## config.mk

```make
export PLATFORM = sky130hd
export DESIGN_NAME = mem_axi_bridge
export DESIGN_NICKNAME = d
export VERILOG_FILES = /design/src/rtl/mem_axi_bridge.sv
export SDC_FILE = /design/constraint.sdc
export NUM_CORES = 1
export LEC_CHECK = 0
export BUFFER_PORTS_ARGS = -buffer_cell sky130_fd_sc_hd__buf_4
export CELL_PAD_IN_SITES_DETAIL_PLACEMENT = 1
export CELL_PAD_IN_SITES_GLOBAL_PLACEMENT = 2
export CORE_UTILIZATION = 28
export CTS_CLUSTER_DIAMETER = 150
export DETAILED_ROUTE_END_ITERATION = 12
export MAX_ROUTING_LAYER = met4
export PLACE_DENSITY = 0.92
export SLEW_MARGIN = 10
export SYNTH_ARGS = -nofsm -noshare
export SYNTH_HDL_FRONTEND = slang
export SYNTH_SLANG_ARGS = --single-unit
```

## constraint.sdc

```tcl
create_clock -name clk -period 3.1 [get_ports clk]
set_input_delay 0.62 -clock clk [delete_from_list [all_inputs] [get_ports clk]]
set_output_delay 0.62 -clock clk [all_outputs]
set_load 0.03 [all_outputs]
```

## src/rtl/mem_axi_bridge.sv

```systemverilog
// Cache-side strobe/ready responder that turns one single-word read or write-through
// request into a single-beat AXI4 transaction, one request in flight at a time.
module mem_axi_bridge #(
  parameter int A_WIDTH = 32,
  parameter int ID_W    = 4,
  parameter int TXN_ID  = 1
) (
  input  logic               clk,
  input  logic               clrn,
  input  logic [A_WIDTH-1:0] s_a,
  input  logic [31:0]        s_din,
  output logic [31:0]        s_dout,
  input  logic               s_strobe,
  input  logic               s_rw,
  input  logic [3:0]         s_wen,
  input  logic [1:0]         s_size,
  output logic               s_ready,
  output logic [ID_W-1:0]    arid,
  output logic [A_WIDTH-1:0] araddr,
  output logic [7:0]         arlen,
  output logic [2:0]         arsize,
  output logic [1:0]         arburst,
  output logic               arvalid,
  input  logic               arready,
  input  logic [ID_W-1:0]    rid,
  input  logic [31:0]        rdata,
  input  logic [1:0]         rresp,
  input  logic               rlast,
  input  logic               rvalid,
  output logic               rready,
  output logic [ID_W-1:0]    awid,
  output logic [A_WIDTH-1:0] awaddr,
  output logic [7:0]         awlen,
  output logic [2:0]         awsize,
  output logic [1:0]         awburst,
  output logic               awvalid,
  input  logic               awready,
  output logic [ID_W-1:0]    wid,
  output logic [31:0]        wdata,
  output logic [3:0]         wstrb,
  output logic               wlast,
  output logic               wvalid,
  input  logic               wready,
  input  logic [ID_W-1:0]    bid,
  input  logic [1:0]         bresp,
  input  logic               bvalid,
  output logic               bready
);

  typedef enum logic [2:0] {IDLE, RADDR, RDATA, WREQ, WRESP, DONE} state_t;

  state_t             state_q;
  logic [A_WIDTH-1:0] addr_q;
  logic [31:0]        din_q;
  logic [31:0]        dout_q;
  logic [3:0]         wen_q;
  logic [1:0]         size_q;
  logic               rw_q;
  logic               arvalid_q;
  logic               awvalid_q;
  logic               wvalid_q;
  logic               rready_q;
  logic               bready_q;
  logic               s_ready_q;
  logic               aw_done_q;
  logic               w_done_q;
  logic               aw_done_d;
  logic               w_done_d;

  // AW and W complete independently; either may land first or both together.
  assign aw_done_d = aw_done_q | (awvalid_q & awready);
  assign w_done_d  = w_done_q | (wvalid_q & wready);

  always_ff @(posedge clk or negedge clrn) begin
    if (!clrn) begin
      state_q   <= IDLE;
      addr_q    <= '0;
      din_q     <= '0;
      dout_q    <= '0;
      wen_q     <= '0;
      size_q    <= '0;
      rw_q      <= 1'b0;
      arvalid_q <= 1'b0;
      awvalid_q <= 1'b0;
      wvalid_q  <= 1'b0;
      rready_q  <= 1'b0;
      bready_q  <= 1'b0;
      s_ready_q <= 1'b0;
      aw_done_q <= 1'b0;
      w_done_q  <= 1'b0;
    end else begin
      s_ready_q <= 1'b0;
      case (state_q)
        IDLE: begin
          if (s_strobe) begin
            addr_q    <= s_a;
            din_q     <= s_din;
            wen_q     <= s_wen;
            size_q    <= s_size;
            rw_q      <= s_rw;
            aw_done_q <= 1'b0;
            w_done_q  <= 1'b0;
            if (s_rw) begin
              awvalid_q <= 1'b1;
              wvalid_q  <= 1'b1;
              state_q   <= WREQ;
            end else begin
              arvalid_q <= 1'b1;
              state_q   <= RADDR;
            end
          end
        end
        RADDR: begin
          if (arready) begin
            arvalid_q <= 1'b0;
            rready_q  <= 1'b1;
            state_q   <= RDATA;
          end
        end
        RDATA: begin
          if (rvalid) begin
            dout_q    <= rdata;
            rready_q  <= 1'b0;
            s_ready_q <= 1'b1;
            state_q   <= DONE;
          end
        end
        WREQ: begin
          aw_done_q <= aw_done_d;
          w_done_q  <= w_done_d;
          awvalid_q <= ~aw_done_d;
          wvalid_q  <= ~w_done_d;
          if (aw_done_d && w_done_d) begin
            bready_q <= 1'b1;
            state_q  <= WRESP;
          end
        end
        WRESP: begin
          if (bvalid) begin
            bready_q  <= 1'b0;
            s_ready_q <= 1'b1;
            state_q   <= DONE;
          end
        end
        DONE:    state_q <= IDLE;
        default: state_q <= IDLE;
      endcase
    end
  end

  assign s_dout  = dout_q;
  assign s_ready = s_ready_q;

  assign arid    = ID_W'(TXN_ID);
  assign araddr  = addr_q;
  assign arlen   = 8'd0;
  assign arsize  = {1'b0, size_q};
  assign arburst = 2'b01;
  assign arvalid = arvalid_q;
  assign rready  = rready_q;

  assign awid    = ID_W'(TXN_ID);
  assign awaddr  = addr_q;
  assign awlen   = 8'd0;
  assign awsize  = {1'b0, size_q};
  assign awburst = 2'b01;
  assign awvalid = awvalid_q;

  assign wid     = ID_W'(TXN_ID);
  assign wdata   = din_q;
  assign wstrb   = wen_q;
  assign wlast   = 1'b1;
  assign wvalid  = wvalid_q;
  assign bready  = bready_q;

  // Responses always complete the request and only one ID is ever outstanding.
  logic unused_resp;
  assign unused_resp = ^{rid, rresp, rlast, bid, bresp, rw_q};

endmodule

```

==> tab_implementation.tex <==
\begin{tabular}{lr}
\hline
Metric & Value \\
\hline
\multicolumn{2}{l}{\textbf{Global routing}} \\
\quad Pin count of the biggest net entering global routing & 74 \\
\quad First-pass GRT wire length & 19.49 mm \\
\quad Number of antenna violations at the first check in global routing & 0 \\
\quad Congestion Overflow GR & 0 \\
\quad Vias in the first global route & 3,707 \\
\quad Global-route usage over all layers & 0.1454 \\
\multicolumn{2}{l}{\textbf{Timing}} \\
\quad Max-slew headroom at the worst pin & 0.5025 \\
\quad RSZ-0062 raised after global routing & no \\
\quad Fin crit period & 1.912 ns \\
\quad Final setup fails & 0 \\
\quad Final setup skew & 0.005952 ns \\
\quad Fin. Hold Viols & 0 \\
\quad Accumulated negative setup slack & 0 ns \\
\quad Ratio of final minimum period to clock period & 0.6168 \\
\quad Worst-Margin Slew & 0.7463 ns \\
\quad Top achievable clock speed & 523.0 MHz \\
\quad Final count of pins violating max slew & 0 \\
\multicolumn{2}{l}{\textbf{Yosys}} \\
\quad Mean instance size in the synthesized netlist & 14.36 um\^{}2 \\
\quad Count of distinct cell types in the synthesized netlist & 28 \\
\quad Library cell with the largest summed area after synthesis & dfrtp\_1 \\
\quad Cell count after synthesis & 341 \\
\quad Yosys top cell area share & 0.5773 \\
\quad Cell Area, Synth & 4898 um\^{}2 \\
\quad Post-synthesis register bit count & 113 \\
\quad Warnings, synthesis & 0 \\
\quad Dominant cells by area after synthesis & dfrtp\_1, mux2\_2, buf\_4, buf\_6, mux2\_1 \\
\quad Share of synthesized area occupied by flip-flops and latches & 0.5773 \\
\multicolumn{2}{l}{\textbf{Drt}} \\
\quad Vias after detailed routing & 3,410 \\
\quad Number of optimization iterations in the first detailed-route pass & 4 \\
\quad Final antenna-violating net count & 0 \\
\quad Post-DR vias/cell & 4.273 \\
\quad Avg WL per Cell & 15.72 um \\
\quad DRC violation count after routing & 0 \\
\quad Initial DRC count & 68 \\
\quad Total routed wirelength & 12.55 mm \\
\multicolumn{2}{l}{\textbf{Power}} \\
\quad Max rail drop VDD & 0.6184 mV \\
\quad Switching part of the total & 0.4290 \\
\quad Sequential cell fraction of total power & 0.290 \\
\quad PwrDens & 1329 nW/um\^{}2 \\
\quad Net load switching power & 4090 uW \\
\quad Clock group share of total power & 0.195 \\
\quad Total power of the final layout & 9532 uW \\
\quad Internal Pwr Total & 5442 uW \\
\quad Logic gate share of total power & 0.514 \\
\quad Leakage & 0.003455 uW \\
\multicolumn{2}{l}{\textbf{Clock tree}} \\
\quad Later-pin clock latency in the skew report & 0.40 ns \\
\quad Buffer levels on the longest clock path & 2 \\
\quad Number of gates resized after cts & 0 \\
\quad Post-CTS setup-driven buffer insertion count & 0 \\
\quad Hold buffer count at CTS & 0 \\
\quad Root buffer cell & clkbuf\_16 \\
\quad Number of buffers created by CTS & 17 \\
\quad Clock sinks & 113 \\
\quad H-tree Lvls & 4 \\
\quad Clock tree from TritonCTS & yes \\
\quad Clock transition at the register clock pins on the worst setup and hold paths after CTS & 0.05 ns \\
\multicolumn{2}{l}{\textbf{Run}} \\
\quad Total of max-cap violations & 0 \\
\multicolumn{2}{l}{\textbf{Finish}} \\
\quad Net count, final & 689 \\
\quad Commonest cells after routing, fill and taps aside & buf\_4, dfrtp\_1, mux2\_2 \\
\quad Final instance count without filler cells & 798 \\
\quad Diodes inserted & 0 \\
\quad Fraction of final layout cells sized beyond drive strength 1 & 0.6609 \\
\quad Signed area change from the synthesized netlist to the final layout & 46.36\% \\
\quad Most common cell after layout, fill and taps aside & buf\_4 \\
\multicolumn{2}{l}{\textbf{Floorplan}} \\
\quad Site row count & 47 \\
\quad Floorplan die area & 18,030 um\^{}2 \\
\quad Core ar. & 16,820 um\^{}2 \\
\quad Die Y-Extent & 134.3 um \\
\quad Initial Utilization & 0.2913 \\
\quad Number of top-level pins & 301 \\
\quad Chip width & 134.3 um \\
\multicolumn{2}{l}{\textbf{Place}} \\
\quad Final weighted congestion in routability-driven placement & 0.7463 \\
\quad Total of buffers placed on input and output ports & 252 \\
\quad Cell count after placement & 766 \\
\quad HPWL after DPL & 9.541 mm \\
\multicolumn{2}{l}{\textbf{Critical path}} \\
\quad Maximum fanout encountered on the critical timing path & 73 \\
\quad Category of the critical setup timing path & register to register \\
\quad Data required time at the worst endpoint & 3.38 ns \\
\quad Maximum cell stage delay along the critical path & 0.52 ns \\
\quad Ordered list of cells on the worst path & nor4b\_2 -> buf\_12 -> mux2\_2 \\
\quad Category of cells accounting for the largest share of critical-path delay & flip-flops \\
\quad Crit start category & register \\
\quad Crit path max-delay cell type & dfrtp\_1 \\
\quad Data arrival time of the critical path & 2.19 ns \\
\quad Kind of end point of the critical path & register \\
\quad Combined buffer and inverter count along the critical path & 1 \\
\multicolumn{2}{l}{\textbf{Min path}} \\
\quad Type of the tightest min-delay check & input pin to asynchronous set/reset pin \\
\multicolumn{2}{l}{\textbf{Outcome}} \\
\quad Status & complete, no violations \\
\hline
\end{tabular}
==> layer usage <==
layer  global-route usage  vias to the layer above  wire [um]
met2               0.2490                      182       6741
li1                     -                     1526          -
met5                    -                        -          0
met4              0.05493                        0        215
met3              0.05140                       18       1014
met1               0.1535                     1684       4574
==> synthesized netlist by cell type <==
library cell	n
o22ai_1	3
o22a_1	3
inv_1	4
nor4bb_1	1
nand2_1	4
mux2_1	10
a221o_1	1
a211oi_1	1
and2_1	2
buf_4	70
nor3b_1	1
clkbuf_1	1
nor2_1	3
o221ai_1	1
a21oi_1	4
conb_1	2
o211ai_1	1
a22o_1	1
dfrtp_1	113
o21ba_2	1
nand3_1	1
nor4b_1	1
buf_2	2
nor2b_1	2
buf_6	10
mux2_2	93
o21ai_0	4
nor3_4	1
==> power groups by stage <==
stage	clock network (uW)	registers [uW]	logic (uW)
final	1860	2770	4900
after global routing	1990	2880	5140
after CTS	1930	2780	4970
after detailed placement	0	2790	4960
after global placement	0	2720	4880
after floorplan	0	4080	2040
==> metrics by stage <==
| step | hold slack, ns | utilization | setup WS (ns) | instance area [um^2] |
|---|---|---|---|---|
| global placement | 0.4688 | 0.3919 | 1.161 | 6591 |
| CTS | 0.2837 | 0.4263 | 1.200 | 7169 |
| global route | 0.3150 | 0.4263 | 1.107 | 7169 |
| floorplan | 0.3244 | - | 1.455 | 5022 |
| detailed placement | 0.4803 | 0.3919 | 1.138 | 6591 |
| finish | 0.2751 | 0.4263 | 1.188 | 7169 |
==> layout make-up <==
class / instances / area [um^2]
clock buffers: 23 / 498.0
multi-input cells: 174 / 1534
flip-flops and latches: 113 / 2828
fillers: 1813 / 9649
clock inverters: 9 / 80.08
repair buffers: 255 / 1939
inverters: 4 / 15.01
well taps: 220 / 275.3
==> cells by family (layout without fill, tap and decap cells) <==
group / Yosys count / count (layout) / share of synthesized area
flops: 113 / 113 / 0.5773
buf+inv: 87 / 291 / 0.1361
mux: 103 / 103 / 0.2368
compound gates: 20 / 20 / 0.02810
other cells: 2 / 35 / 0.001533
simple gates: 16 / 16 / 0.02018
==> state kept, by name (all words and copies together) (netlist names) <==
| name | count |
|---|---|
| wstrb | 4 |
| s_dout | 32 |
| aw_done_q | 1 |
| awvalid | 1 |
| size_q | 2 |
| wvalid | 1 |
| araddr | 32 |
| s_ready | 1 |
| state_q | 3 |
| wdata | 32 |
| w_done_q | 1 |
| bready | 1 |
| arvalid | 1 |
| rready | 1 |
==> worst paths after layout <==
kind	from	endpoint	slack, ns	depth (start not counted)
hold reg to reg	wdata[7]	wdata[7]	0.49	1
max in group asynchronous	clrn	araddr[14]	2.02	2
hold / removal	clrn	wdata[8]	0.28	1
setup / recovery	state_q[2]	wdata[18]	1.19	3
min in group clk	s_din[1]	wdata[1]	0.43	2
setup reg to reg	state_q[2]	wdata[18]	1.19	3
Note: power is estimated with default switching activity, not from simulation.
